--- src/rtl/dm_chunk_scheduler.sv ---
// dm_chunk_scheduler
// ------------------
// Sequences data_mover_bram for transfers longer than one BRAM run. A job of
// i_total_cnt words is split into chunks of at most CHUNK words. Each chunk
// gets one o_dm_run pulse with its length on o_dm_num_cnt. The scheduler waits
// for the mover to go idle before a run and for its done pulse after a run.
// A per-chunk watchdog, a level abort and a single completion pulse are provided.
//
// Ports:
//   clk           system clock, rising edge
//   reset         asynchronous active-high reset
//   i_start       start request, accepted only while idle
//   i_total_cnt   total words, sampled with an accepted i_start
//   i_abort       level; stop issuing further chunks
//   i_dm_idle     mover o_idle
//   i_dm_done     mover o_done (1-cycle pulse)
//   o_dm_run      1-cycle run pulse to the mover
//   o_dm_num_cnt  chunk length to the mover
//   o_idle        scheduler idle
//   o_busy        job in progress (WAIT_IDLE / ISSUE / WAIT_DONE)
//   o_done        1-cycle job completion pulse
//   o_err         sticky watchdog timeout flag
//   o_aborted     sticky abort flag
//   o_chunk_idx   chunks completed in the current job
//   o_remaining   words not yet moved
module dm_chunk_scheduler #(
    parameter int CNT_BIT = 31,
    parameter int AWIDTH  = 12,
    parameter int CHUNK   = 3840,
    parameter int TO_BIT  = 16
) (
    input  logic               clk,
    input  logic               reset,
    input  logic               i_start,
    input  logic [CNT_BIT-1:0] i_total_cnt,
    input  logic               i_abort,
    input  logic               i_dm_idle,
    input  logic               i_dm_done,
    output logic               o_dm_run,
    output logic [AWIDTH-1:0]  o_dm_num_cnt,
    output logic               o_idle,
    output logic               o_busy,
    output logic               o_done,
    output logic               o_err,
    output logic               o_aborted,
    output logic [CNT_BIT-1:0] o_chunk_idx,
    output logic [CNT_BIT-1:0] o_remaining
);

    typedef enum logic [2:0] {
        IDLE,
        WAIT_IDLE,
        ISSUE,
        WAIT_DONE,
        DONE
    } state_t;

    localparam logic [CNT_BIT-1:0] LP_CHUNK = CNT_BIT'(CHUNK);

    state_t             r_state;
    logic [CNT_BIT-1:0] r_remaining;
    logic [CNT_BIT-1:0] r_chunk_idx;
    logic [AWIDTH-1:0]  r_num_cnt;
    logic               r_err;
    logic               r_aborted;
    logic [TO_BIT-1:0]  r_wd;

    state_t             w_state_nx;
    logic [CNT_BIT-1:0] w_remaining_nx;
    logic [CNT_BIT-1:0] w_chunk_idx_nx;
    logic [AWIDTH-1:0]  w_num_cnt_nx;
    logic               w_err_nx;
    logic               w_aborted_nx;
    logic [TO_BIT-1:0]  w_wd_nx;

    logic [CNT_BIT-1:0] w_rem_after;
    logic [TO_BIT-1:0]  w_wd_inc;

    // A chunk never exceeds the remaining count, so this cannot underflow.
    assign w_rem_after = r_remaining - CNT_BIT'(r_num_cnt);
    assign w_wd_inc    = r_wd + TO_BIT'(1);

    always_ff @(posedge clk or posedge reset) begin
        if (reset) begin
            r_state     <= IDLE;
            r_remaining <= '0;
            r_chunk_idx <= '0;
            r_num_cnt   <= '0;
            r_err       <= 1'b0;
            r_aborted   <= 1'b0;
            r_wd        <= '0;
        end else begin
            r_state     <= w_state_nx;
            r_remaining <= w_remaining_nx;
            r_chunk_idx <= w_chunk_idx_nx;
            r_num_cnt   <= w_num_cnt_nx;
            r_err       <= w_err_nx;
            r_aborted   <= w_aborted_nx;
            r_wd        <= w_wd_nx;
        end
    end

    always_comb begin
        w_state_nx     = r_state;
        w_remaining_nx = r_remaining;
        w_chunk_idx_nx = r_chunk_idx;
        w_num_cnt_nx   = r_num_cnt;
        w_err_nx       = r_err;
        w_aborted_nx   = r_aborted;
        w_wd_nx        = r_wd;

        case (r_state)
            IDLE: begin
                if (i_start) begin
                    w_remaining_nx = i_total_cnt;
                    w_chunk_idx_nx = '0;
                    w_err_nx       = 1'b0;
                    w_aborted_nx   = 1'b0;
                    w_state_nx     = (i_total_cnt == '0) ? DONE : WAIT_IDLE;
                end
            end

            WAIT_IDLE: begin
                if (i_abort) begin
                    w_aborted_nx = 1'b1;
                    w_state_nx   = DONE;
                end else if (i_dm_idle) begin
                    // CHUNK < 2^AWIDTH, so the truncation is lossless.
                    w_num_cnt_nx = AWIDTH'((r_remaining < LP_CHUNK) ? r_remaining : LP_CHUNK);
                    w_state_nx   = ISSUE;
                end
            end

            ISSUE: begin
                w_wd_nx    = '0;
                w_state_nx = WAIT_DONE;
            end

            WAIT_DONE: begin
                w_wd_nx = w_wd_inc;
                // Done beats a simultaneous timeout; abort only acts once the
                // in-flight chunk has completed.
                if (i_dm_done) begin
                    w_remaining_nx = w_rem_after;
                    w_chunk_idx_nx = r_chunk_idx + CNT_BIT'(1);
                    if (w_rem_after == '0) begin
                        w_state_nx = DONE;
                    end else if (i_abort) begin
                        w_aborted_nx = 1'b1;
                        w_state_nx   = DONE;
                    end else begin
                        w_state_nx = WAIT_IDLE;
                    end
                end else if (w_wd_inc == '1) begin
                    w_err_nx   = 1'b1;
                    w_state_nx = DONE;
                end
            end

            DONE: begin
                w_state_nx = IDLE;
            end

            default: begin
                w_state_nx = IDLE;
            end
        endcase
    end

    assign o_dm_run     = (r_state == ISSUE);
    assign o_idle       = (r_state == IDLE);
    assign o_busy       = (r_state == WAIT_IDLE) || (r_state == ISSUE) || (r_state == WAIT_DONE);
    assign o_done       = (r_state == DONE);
    assign o_dm_num_cnt = r_num_cnt;
    assign o_err        = r_err;
    assign o_aborted    = r_aborted;
    assign o_chunk_idx  = r_chunk_idx;
    assign o_remaining  = r_remaining;

endmodule

--- config.mk ---
export PLATFORM = sky130hd
export DESIGN_NAME = dm_chunk_scheduler
export DESIGN_NICKNAME = d
export VERILOG_FILES = /design/src/rtl/dm_chunk_scheduler.sv
export SDC_FILE = /design/constraint.sdc
export NUM_CORES = 1
export LEC_CHECK = 0
export CAP_MARGIN = 15
export CORE_ASPECT_RATIO = 2
export CORE_MARGIN = 1.5
export CORE_UTILIZATION = 53
export CTS_CLUSTER_SIZE = 10
export DETAILED_ROUTE_END_ITERATION = 6
export MAX_ROUTING_LAYER = met4
export PLACE_DENSITY = 0.83
export SETUP_SLACK_MARGIN = 0.5
export SKIP_LAST_GASP = 1
export SYNTH_ARGS = -nofsm -noshare
export SYNTH_HDL_FRONTEND = slang
export SYNTH_SLANG_ARGS = --single-unit
--- constraint.sdc ---
create_clock -name clk -period 4.02 [get_ports clk]
set_clock_uncertainty 0.15 [all_clocks]
set_input_delay 1.206 -clock clk [delete_from_list [all_inputs] [get_ports clk]]
set_output_delay 1.206 -clock clk [all_outputs]
set_load 0.05 [all_outputs]
==> results of run 1 <==
[worst min-delay path by stage]
stage	to	cells after the start
floorplan	r_wd[5]	1
global placement	o_err	2
detailed placement	o_err	2
CTS	o_err	2
global route	o_err	2
finish	o_err	2
[final cells by class]
class | instances | share of cell area
Sequential cell | 95 | 0.303
Timing Repair Buffer | 131 | 0.164
Multi-Input combinational cell | 598 | 0.460
Tap cell | 142 | 0.0226
Inverter | 27 | 0.0134
Clock inverter | 7 | 0.00955
Clock buffer | 9 | 0.0287
[sequential cells by signal, indices dropped and copies added, names as in the netlist]
| signal | flops |
|---|---|
| r_wd | 16 |
| r_state | 3 |
| o_err | 1 |
| o_dm_num_cnt | 12 |
| o_remaining | 31 |
| o_aborted | 1 |
| o_chunk_idx | 31 |
[cells in the mapped netlist, types with 7 or more instances]
cell / count / share of area
xor2_1: 20 / 0.028
nand4_1: 15 / 0.015
o31ai_1: 11 / 0.013
nand2_1: 95 / 0.057
nand2b_1: 7 / 0.0071
clkbuf_1: 34 / 0.021
nor4_1: 13 / 0.013
a21o_1: 9 / 0.011
inv_1: 27 / 0.016
dfrtp_1: 95 / 0.38
a21oi_1: 54 / 0.044
xnor2_1: 15 / 0.021
o21ai_0: 71 / 0.057
nor3_1: 19 / 0.015
nand3_1: 34 / 0.027
or3_1: 12 / 0.012
ha_1: 15 / 0.030
nor2_1: 86 / 0.052
[per-layer routing]
metal | vias to the layer above | routed length, microns
li1 | 2953 | -
met4 | 0 | 1390
met3 | 89 | 1050
met5 | - | 0
met1 | 3075 | 6940
met2 | 308 | 10400
[worst max-delay path: stages, from the launching register on]
cell	delay [ps]
dfrtp_2	550
nor2_1	180
and2_1	140
clkdlybuf4s50_1	810
[where the power goes]
part           leakage (uW)  total [uW]  internal [uW]  switching, uW
Clock              0.000144         861            441            420
Sequential          0.00123        1550           1160            390
Combinational       0.00180        3150           1090           2070
[logic make-up (layout without fill, tap and decap cells)]
family	Yosys count	count (layout)	synth area share
AND/OR/NAND/NOR	331	331	0.270
flip-flops	95	95	0.383
multiplexers	4	4	0.00645
XOR/XNOR	35	35	0.0494
adder cells (fa/ha/maj)	16	16	0.0334
AO/OA/AOI/OAI	212	212	0.215
buffers and inverters	69	174	0.0435
[metrics by stage]
step                      instances  utilization
after detailed placement        993        0.662
after global routing           1009        0.692
after CTS                      1009        0.689
final                          1009        0.692
after global placement          993        0.662
after floorplan                 762            -
[repair_timing]
action                                 in CTS  in global routing
endpoints found under the hold margin       0                  0
setup endpoints to repair                   4                  6
resized for setup                           2                  6
pin swaps                                   0                  1
buffers inserted                            0                  0
==> flow_summary_export.csv, run 1 <==
group,metric,value,unit
run_status,status,"completed",
floorplanning,die_y,156,microns
timing,slew_headroom,0.331,
logic_synthesis,synthCells,762,
global_route,antenna_found_initial,0,
power_and_ir_drop,power_density,708,nW/um^2
logic_synthesis,synthesis.nets,815,
floorplanning,die_area,12400,sq um
critical_path,critPathArrivalTime,2020,ps
power_and_ir_drop,power.total,5560,uW
cells_and_area,layout.nets,915,
detailed_routing,routedWlPerCell,19.6,microns
clock_tree,hold_buffers,0,
placed_design,dp_slack,286,ps
job,max-cap-violations,0,
floorplanning,fp.dieW,79.5,microns
timing,min_period,3380,ps
placed_design,place.port_buffers,116,
logic_synthesis,synth_cell_types,70,
critical_path,cp.required,2660,ps
cells_and_area,antenna-diode-count,0,
global_route,gr-total-overflow,0,
timing,tightest_slew,1000,ps
floorplanning,ios,117,
clock_tree,cts_made_buffers,9,
detailed_routing,drtPass1Iterations,6,
clock_tree,cts.reportedPaths.clkPinSlew,70,ps
global_route,grt_max_degree,71,
critical_path,r2r-start,"o_remaining[8]",
critical_path,r2r_end,"o_aborted",
global_route,grt-busiest-layer,"met2",
timing,holdWs,360,ps
global_route,grt_use_met1,0.343,
worst_hold_path,holdCritPathClass,"register to register",
logic_synthesis,yosysWarnings,0,
detailed_routing,vias_per_cell,6.37,
global_route,grt_pass1_wl,31.5,mm
clock_tree,cts_tree,"built",
clock_tree,cts_sinks,95,
logic_synthesis,synth-edff-count,0,
clock_tree,cts_htree_levels,3,
logic_synthesis,async_reset_ff_frac,1.00,
cells_and_area,stdcell_area,7860,sq um
critical_path,r2r_slack,670,ps
global_route,use_met3,0.0450,
detailed_routing,vias,6425,
power_and_ir_drop,p_leak,0.00317,uW
floorplanning,initial_core_util,0.547,
clock_tree,clk_latency,350,ps
critical_path,reg2reg_depth,9,
clock_tree,ctsLongestPathBuffers,2,
critical_path,startpoint,"r_state[0]",
global_route,track_usage,0.337,
critical_path,setup.worst_path.end,"o_done",
cells_and_area,layout_common_cells,"clkdlybuf4s50_1, nand2_1, dfrtp_1",
floorplanning,core,11400,sq um
detailed_routing,drc_errors,0,
cells_and_area,area_growth_syn_to_layout,26.6,%
logic_synthesis,synth_ff_type,"dfrtp_1",
cells_and_area,seq_area,2380,sq um
timing,rsz0062_at_grt,"no",
power_and_ir_drop,irDropWorstVdd,0.584,mV
logic_synthesis,yosysSeqAreaShare,0.383,
logic_synthesis,syn-cell-area,6210,sq um
timing,hold_viol,0,
global_route,grt_pass1_vias,6424,
global_route,gr-usage-met2,0.592,
timing,setup_tns,0,ps
clock_tree,cts_root_buf,"clkbuf_16",
cells_and_area,multi_input_area,3610,sq um
placed_design,hpwl,15.0,mm
timing,setup_viol,0,
timing,drv_slew,0,
critical_path,cp-end-kind,"output pin",
placed_design,postPlaceCellArea,7520,sq um
logic_synthesis,yosys_register_bits,95,
cells_and_area,drive_gt1_frac,0.0692,
floorplanning,core.rowCount,55,
worst_hold_path,worstHoldStart,"o_err",
detailed_routing,wl,19.8,mm
critical_path,startpoint_type,"register",
timing,fmax,0.296,GHz
cells_and_area,layout_commonest_cell,"clkdlybuf4s50_1",
detailed_routing,dr.first_iter.drc_count,455,
timing,min_period_over_period,0.840,
logic_synthesis,syn_area_per_cell,8.15,sq um
timing,setup_slack,644,ps
critical_path,critPathKind,"register to output pin",
placed_design,gp_congestion,1.04,
cells_and_area,fill_cells,943,
detailed_routing,ant_nets,0,
critical_path,path_max_fanout,18,
(Power assumes the default switching activity.)
==> run 2, diff against run 1 <==
--- a/config.mk
+++ b/config.mk
@@ -8,11 +8,11 @@
 export CAP_MARGIN = 15
 export CORE_ASPECT_RATIO = 2
 export CORE_MARGIN = 1.5
-export CORE_UTILIZATION = 53
+export CORE_UTILIZATION = 48
 export CTS_CLUSTER_SIZE = 10
 export DETAILED_ROUTE_END_ITERATION = 6
 export MAX_ROUTING_LAYER = met4
-export PLACE_DENSITY = 0.83
+export PLACE_DENSITY = 0.79
 export SETUP_SLACK_MARGIN = 0.5
 export SKIP_LAST_GASP = 1
 export SYNTH_ARGS = -nofsm -noshare
==> constraint.sdc (replaced) <==
create_clock -name clk -period 3.03 [get_ports clk]
set_clock_uncertainty 0.15 [all_clocks]
set_input_delay 0.909 -clock clk [delete_from_list [all_inputs] [get_ports clk]]
set_output_delay 0.909 -clock clk [all_outputs]
set_load 0.05 [all_outputs]
==> run 2 against run 1 <==
Against the previous run:
- the flow now finishes with violations (setup timing)
- routed wire length is 11% higher
- global-route usage is 2.2 points lower
- register-to-register slack worse by 700 ps
- count of clock-buffer cells in the layout stayed put
- via count is 8.3% higher
- sequential share of layout area is 4.2 points lower
- cell count is 11% higher
- highest routed layer unchanged
==> flow_summary_export.csv, run 2 (synthesis gave the netlist of run 1 again) <==
group,metric,value,unit
timing,rsz0062_at_grt,"yes",
cells_and_area,instances_no_fill,1124,
cells_and_area,area_growth_syn_to_layout,48.5,%
global_route,gr-total-overflow,0,
timing,setup_slack,-25.9,ps
run_status,status,"complete, but fails checks",
detailed_routing,vias,6958,
critical_path,r2r-start,"o_remaining[10]",
placed_design,place_inst,1056,
clock_tree,clk_latency,360,ps
worst_hold_path,holdCritPathClass,"register to register",
critical_path,startpoint_type,"register",
critical_path,critPathKind,"register to register",
power_and_ir_drop,p_leak,0.00404,uW
critical_path,startpoint,"o_remaining[10]",
clock_tree,hold_buffers,0,
floorplanning,core.rowCount,58,
detailed_routing,dr.first_iter.drc_count,581,
job,max-cap-violations,0,
critical_path,path_cells,"ha_1, buf_4, nand2_1, o21ai_1, nor2_4, a211oi_1, mux2i_1, a22o_1, nor4_4, o41ai_2",
timing,slew_headroom,0.475,
floorplanning,die_y,164,microns
clock_tree,cts_made_buffers,9,
detailed_routing,routedWlPerCell,19.5,microns
placed_design,hpwl,15.1,mm
placed_design,place.port_buffers,116,
timing,fmax,0.327,GHz
global_route,antenna_found_initial,0,
critical_path,cp.required,3110,ps
floorplanning,ios,117,
run_status,violations,"setup timing",
cells_and_area,layout_common_cells,"buf_4, nand2_1, dlygate4sd2_1",
cells_and_area,fill_cells,938,
cells_and_area,layout.nets,1022,
power_and_ir_drop,switching_power,4340,uW
power_and_ir_drop,power_density,945,nW/um^2
cells_and_area,drive_gt1_frac,0.281,
global_route,grt_max_degree,96,
placed_design,gp_congestion,0.968,
power_and_ir_drop,intPower,4380,uW
global_route,grt_pass1_wl,33.4,mm
clock_tree,cts.reportedPaths.clkPinSlew,70,ps
worst_hold_path,worstHoldStart,"r_wd[5]",
power_and_ir_drop,seqPwrFrac,0.221,
floorplanning,initial_core_util,0.492,
clock_tree,cts_tree,"built",
timing,hold_viol,0,
critical_path,critical_path.slowest_cell,"dfrtp_2",
timing,setup_viol,3,
timing,min_period,3060,ps
power_and_ir_drop,power.share.clock,0.138,
clock_tree,cts_htree_levels,3,
floorplanning,fp.dieW,83.4,microns
clock_tree,ctsLongestPathBuffers,2,
detailed_routing,drc_errors,0,
timing,drv_slew,0,
cells_and_area,utilization,0.730,
critical_path,cp-end-kind,"register",
timing,min_period_over_period,1.01,
clock_tree,cts_sinks,95,
detailed_routing,ant_nets,0,
floorplanning,die_area,13700,sq um
detailed_routing,vias_per_cell,6.19,
cells_and_area,layout_commonest_cell,"buf_4",
critical_path,critPathArrivalTime,3140,ps
power_and_ir_drop,pwr-share-comb,0.642,
global_route,track_usage,0.315,
detailed_routing,drtPass1Iterations,7,
critical_path,crit_path_max_incr_delay,440,ps
power_and_ir_drop,switching_share,0.498,
critical_path,path_max_fanout,8,
detailed_routing,wl,21.9,mm
clock_tree,cts_root_buf,"clkbuf_16",
floorplanning,core,12600,sq um
global_route,grt_pass1_vias,6900,
cells_and_area,antenna-diode-count,0,
timing,tightest_slew,788,ps
power_and_ir_drop,irDropWorstVdd,0.674,mV
[run 2: cell types whose count changed in the layout (fill, tap and decap cells not counted), moves of 7 or more]
cell             change
buf_4               +83
clkdlybuf4s50_1     -82
dlygate4sd2_1       +74
dfrtp_1             -23
dfrtp_2             +23
buf_6               +22
o21ai_0             -22
o21ai_1             +18
nor2_1              -12
ha_1                 -9
a21oi_1              -7
nand2_1              -7
nand3_1              -7
[run 2: path summary, 6_finish.rpt]
kind	endpoint	slack [ps]	cells past startpoint
min	r_wd[5]	370	1
min in group asynchronous	r_wd[10]	900	3
max in group asynchronous	o_remaining[11]	1410	3
min reg2reg	r_wd[5]	370	1
max	r_state[0]	-30	10
max reg2reg	r_state[0]	-30	10
[run 2: stage by stage]
stage | TNS, ps | worst slack (ps) | power (uW) | cell area (sq um) | hold WS, ps
2_1_floorplan | -28.4 | -20.9 | 5000 | 6460 | 315
3_3_place_gp | -4.33 | -2.56 | 6700 | 8170 | 339
3_5_place_dp | -543 | -132 | 6770 | 8170 | 355
4_1_cts | 0 | 75.4 | 8270 | 8830 | 369
5_1_grt | -497 | -182 | 9150 | 9220 | 405
6_report | -54.8 | -25.9 | 8720 | 9220 | 368
[run 2: per-layer routing]
layer | track usage | wire (microns) | up-vias
met4 | 0.200 | 1250 | 0
met2 | 0.585 | 12100 | 342
met1 | 0.304 | 7410 | 3348
met3 | 0.0437 | 1150 | 103
li1 | - | - | 3165
met5 | - | 0 | -
[run 2: critical path, delay by kind of cell, from the launching register on]
family	cells	cell delay [ps]
fa+ha+maj	1	350
buf+inv	1	190
flops	1	440
simple gates	3	620
compound gates	4	1050
mux	1	120
[run 2: cell type report]
type	count	area [sq um]	share of cell area
Clock buffer	9	225	0.0244
Clock inverter	7	81.3	0.00882
Inverter	27	105	0.0114
Multi-Input combinational cell	598	4110	0.446
Sequential cell	95	2410	0.261
Tap cell	150	188	0.0203
Timing Repair Buffer	238	2110	0.228
[run 2: what timing repair did]
item | CTS | global route
gates resized for setup | 136 | 72
buffers inserted | 32 | 19
pin swaps | 32 | 40
setup endpoints to repair | 123 | 48
hold endpoints to repair | 0 | 0
cloned | 1 | 0
[run 2: power by group through the flow]
stage	clock network (uW)	registers, uW	logic (uW)
final	1200	1920	5600
after CTS	1210	1890	5180
after global placement	0	1910	4790
after floorplan	0	2660	2340
after global routing	1250	1960	5940
after detailed placement	0	1930	4840
==> run 3, diff against run 2 <==
==> constraint.sdc (replaced) <==
create_clock -name clk -period 3.03 [get_ports clk]
set_clock_uncertainty 0.15 [all_clocks]
set_input_delay 0.909 -clock clk [delete_from_list [all_inputs] [get_ports clk]]
set_output_delay 0.909 -clock clk [all_outputs]
set_load 0.02 [all_outputs]
==> run 3 against run 2 <==
Against the previous run:
- die area stayed put
- the flow still finishes with violations (setup timing)
- sequential power hardly changed
- clock power is 5% lower
- critical endpoint unchanged
- global-route usage is 1.3 points higher
- cell count is 2.0% higher
- combinational power is 2% lower
==> flow_summary_export.csv, run 3 (synthesis gave the netlist of run 1 again) <==
group,metric,value,unit
run_status,status,"complete, but fails checks",
run_status,violations,"setup timing",
power_and_ir_drop,power_density,902,nW/um^2
cells_and_area,drive_gt1_frac,0.276,
clock_tree,ctsLongestPathBuffers,2,
global_route,grt_pass1_wl,34.4,mm
timing,min_period_over_period,1.07,
cells_and_area,layout_common_cells,"buf_4, nand2_1, clkdlybuf4s50_1, dfrtp_1, nor2_1",
placed_design,dp_slack,-108,ps
floorplanning,initial_core_util,0.492,
clock_tree,cts_made_buffers,9,
placed_design,gp_congestion,1.00,
detailed_routing,dr.first_iter.drc_count,601,
critical_path,cp-end-kind,"register",
detailed_routing,vias_per_cell,6.21,
cells_and_area,antenna-diode-count,0,
floorplanning,fp.dieW,83.4,microns
detailed_routing,drtPass1Iterations,5,
global_route,grt-busiest-layer,"met2",
placed_design,place.port_buffers,116,
detailed_routing,routedWlPerCell,20.2,microns
worst_hold_path,holdCritPathClass,"register to register",
detailed_routing,wl,23.2,mm
clock_tree,cts_sinks,95,
placed_design,postPlaceCellArea,8360,sq um
floorplanning,core.rowCount,58,
detailed_routing,vias,7120,
critical_path,path_cells,"ha_4, fa_2, nand2b_4, a211oi_4, buf_4, buf_6, buf_6, o21ai_4, mux2i_1, and3_1, nand4_1, nor4_4, o41ai_2",
critical_path,critical_path.slowest_cell,"dfrtp_2",
critical_path,critPathArrivalTime,3290,ps
timing,min_period,3230,ps
clock_tree,cts.reportedPaths.clkPinSlew,70,ps
timing,setup_viol,4,
global_route,grt_use_met1,0.328,
global_route,gr-total-overflow,0,
floorplanning,ios,117,
placed_design,hpwl,16.2,mm
cells_and_area,area_growth_syn_to_layout,52.6,%
clock_tree,cts_htree_levels,3,
critical_path,crit_path_max_incr_delay,430,ps
critical_path,cp.required,3090,ps
global_route,grt_pass1_vias,7017,
clock_tree,cts_tree,"built",
timing,rsz0062_at_grt,"yes",
critical_path,startpoint_type,"register",
job,max-cap-violations,0,
floorplanning,die_y,164,microns
floorplanning,core,12600,sq um
cells_and_area,fill_cells,915,
global_route,antenna_found_initial,0,
critical_path,crit_top_cell,"buf_6",
cells_and_area,stdcell_area,9470,sq um
floorplanning,die_area,13700,sq um
global_route,track_usage,0.328,
power_and_ir_drop,irDropWorstVdd,0.631,mV
timing,tightest_slew,556,ps
clock_tree,clk_latency,350,ps
timing,fmax,0.310,GHz
cells_and_area,layout_commonest_cell,"buf_4",
global_route,grt_max_degree,41,
timing,slew_headroom,0.629,
detailed_routing,drc_errors,0,
critical_path,path_max_fanout,3,
cells_and_area,layout.nets,1045,
detailed_routing,ant_nets,0,
critical_path,critPathKind,"register to register",
power_and_ir_drop,power.total,8540,uW
global_route,gr-usage-met2,0.596,
timing,drv_slew,0,
power_and_ir_drop,p_leak,0.00413,uW
timing,setup_slack,-199,ps
timing,hold_viol,0,
clock_tree,cts_root_buf,"clkbuf_16",
global_route,use_met3,0.0357,
run 3: path summary, 6_finish.rpt:
| kind | startpoint | cells after the start | endpoint | slack, ps |
|---|---|---|---|---|
| max | o_dm_num_cnt[0] | 13 | r_state[0] | -200 |
| max reg2reg | o_dm_num_cnt[0] | 13 | r_state[0] | -200 |
| min | o_err | 2 | o_err | 370 |
| min reg2reg | o_err | 2 | o_err | 370 |
| max in group asynchronous | reset | 3 | o_dm_num_cnt[8] | 1330 |
| min in group asynchronous | reset | 2 | r_state[1] | 810 |
run 3: area by class of cell:
| type | count | area [sq um] | area share |
|---|---|---|---|
| well taps | 150 | 188 | 0.0198 |
| repair buffers | 261 | 2380 | 0.251 |
| inverters | 27 | 105 | 0.0111 |
| flip-flops and latches | 95 | 2390 | 0.252 |
| clock buffers | 9 | 225 | 0.0238 |
| multi-input cells | 598 | 4120 | 0.435 |
| clock inverters | 7 | 66.3 | 0.00700 |
run 3: layer usage:
| metal | share of wire | wire (microns) |
|---|---|---|
| met5 | 0 | 0 |
| met2 | 0.53 | 12300 |
| met4 | 0.068 | 1590 |
| met3 | 0.060 | 1390 |
| met1 | 0.34 | 7900 |
run 3: power breakdown:
part	switching (uW)	internal, uW
Clock	563	576
Sequential	389	1540
Combinational	2920	2550
run 3: worst max-delay path, delay by kind of cell (launching register included):
family / cells / cell delay (ps)
DFF: 1 / 430
and+or+nand+nor: 4 / 980
muxes: 1 / 160
adders and majority gates: 2 / 510
AOI/OAI and AO/OA: 3 / 500
buffers and inverters: 3 / 370
run 3: repair_timing:
action | CTS | global route
pin swaps | 26 | 29
hold buffers | 0 | 0
endpoints found under the setup margin | 70 | 58
gates resized for setup | 68 | 97
buffers inserted | 20 | 18
run 3: through the flow:
step           utilization  instances  hold slack, ps  TNS (ps)
6_report             0.750       1147             374      -548
2_1_floorplan            -        762             315         0
5_1_grt              0.750       1147             392      -891
3_3_place_gp         0.662       1093             317      -220
4_1_cts              0.710       1129             359      -238
3_5_place_dp         0.662       1093             339      -726
==> edit, RTL diff (flow settings as in run 1) <==
Encoding of `state_t`: now one-hot (5 bits for 5 states).
--- a/src/rtl/dm_chunk_scheduler.sv
+++ b/src/rtl/dm_chunk_scheduler.sv
@@ -49,8 +49,8 @@
 
-    typedef enum logic [2:0] {
-        IDLE,
-        WAIT_IDLE,
-        ISSUE,
-        WAIT_DONE,
-        DONE
+    typedef enum logic [4:0] {
+        IDLE      = 5'b00001,
+        WAIT_IDLE = 5'b00010,
+        ISSUE     = 5'b00100,
+        WAIT_DONE = 5'b01000,
+        DONE      = 5'b10000
     } state_t;
Function: no difference found for any inputs over 4 cycles, from zero or initial values and one cycle with reset high; so few cycles prove little.
==> edit against run 1 <==
  * First-iteration DRC count increased by 21%
  * Worst setup slack lost 160 ps
  * Wire length up 4.4%
  * Cell count rose by 5.0%
  * Sequential cell count increased by 2
  * Non-clock buffer count up 23
  * Final area rose by 7.6%
  * Critical path depth grew 10
  * Synthesized area grew 4.3%
  * Register-to-register slack got worse by 180 ps
  * Total power is 7.0% higher
  * Critical path type is now reg2reg
  * Largest power group unchanged
==> edit: results (changes against run 1) <==
DR WL met2 -> 10600 um (was 10400 um)
Gr usage total -> 32.9% (was 33.7%)
Top cells by area, synth -> dfrtp_1, nor2_1, nand2_1 (was dfrtp_1, nand2_1, o21ai_0)
Compound-Gate Fraction of Synth Area -> 20.9% (was 21.5%)
Post-synthesis adder-cell area fraction -> 3.21% (was 3.34%)
Number of DRC markers in iteration 0 -> 550 (was 455)
Post-synthesis xor/xnor area fraction -> 5.54% (was 4.94%)
Final Wtd Congestion -> 0.992 (was 1.04)
Worst Reg-to-Reg Cells -> 13 (was 9)
Outcome -> finished clean (unchanged)
Sequential share of the synthesized area -> 37.5% (was 38.3%)
Met3 WL -> 1420 um (was 1050 um)
Critical-path maximum fanout -> 3 (was 18)
Worst EP arrival -> 3610 ps (was 2020 ps)
Max-slew headroom -> 56.5% (was 33.1%)
HPWL after DPL -> 14400 um (was 15000 um)
Layout cell share with drive strength beyond 1 -> 13.3% (was 6.92%)
Synth Area per Inst -> 8.23 um2 (was 8.15 um2)
Nets -> 960 (was 915)
DR pass1 iterations -> 7 (was 6)
Metal-1 WL -> 6990 um (was 6940 um)
Pleak -> 3.35 nW (was 3.17 nW)
Syn nets -> 840 (was 815)
Commonest cells in the netlist -> nor2_1, dfrtp_1, nand2_1 (was dfrtp_1, nand2_1, nor2_1)
Total routed wirelength -> 20700 um (was 19800 um)
Largest net degree at the start of global routing -> 84 (was 71)
Drt wl/cell -> 19.5 um (was 19.6 um)
Worst r2r src -> o_dm_num_cnt[0] (was o_remaining[8])
edit: layout make-up:
type | count | area [um2]
fillers | 924 | 3590
clock buffers | 9 | 225
flip-flops and latches | 97 | 2430
repair buffers | 154 | 1480
clock inverters | 7 | 90.1
multi-input cells | 617 | 3940
well taps | 147 | 184
inverters | 28 | 109
edit: timing repair:
item | 4_1_cts | 5_1_grt
resized for setup | 17 | 24
endpoints found under the hold margin | 0 | 0
pin swaps | 16 | 13
endpoints found under the setup margin | 4 | 9
buffers inserted | 9 | 9
edit: logic make-up after synthesis:
group	count (synthesis)
xor gates and xnor gates	41
and+or+nand+nor	345
muxes	4
adders and majority gates	16
DFF	97
AOI/OAI and AO/OA	211
buffers and inverters	73
edit: report_power, final:
group / leakage [nW] / switching (mW) / internal (mW) / total, mW
Combinational: 1.96 / 2.26 / 1.28 / 3.54
Clock: 0.147 / 0.415 / 0.496 / 0.910
Sequential: 1.24 / 0.318 / 1.18 / 1.50
edit: stage by stage:
stage                     power, mW  cell area (um2)  hold slack (ps)
after floorplan                3.55             6490              318
after global placement         4.48             7770              342
after detailed placement       4.51             7770              349
after CTS                      5.59             8240              365
after global routing           6.21             8460              394
final                          5.95             8460              357
edit: layer usage:
metal,track usage (%),vias up
met5,-,-
met4,20.1,0
met3,5.10,151
met2,55.9,387
met1,34.5,3198
li1,-,3077
edit: worst max-delay path: stages (launching register included):
cell and delay, ps:
dfrtp_2 430, ha_4 170, fa_2 370, nand2b_4 170, buf_4 130, a21oi_1 200, xnor2_1 200, nand2_1 110
nor4_2 310, nand4_1 170, or4_4 530, a2111oi_4 190, buf_4 190, a211oi_2 70
edit: worst max-delay path by stage:
stage / cells after the start / startpoint / end / slack [ps]
after floorplan: 13 / o_dm_num_cnt[7] / o_aborted / 510
after global routing: 12 / o_dm_num_cnt[1] / r_state[4] / 400
after global placement: 10 / i_start / o_chunk_idx[24] / 310
final: 13 / o_dm_num_cnt[0] / o_aborted / 490
after detailed placement: 10 / i_start / o_chunk_idx[23] / 270
after CTS: 12 / o_dm_num_cnt[0] / o_aborted / 440
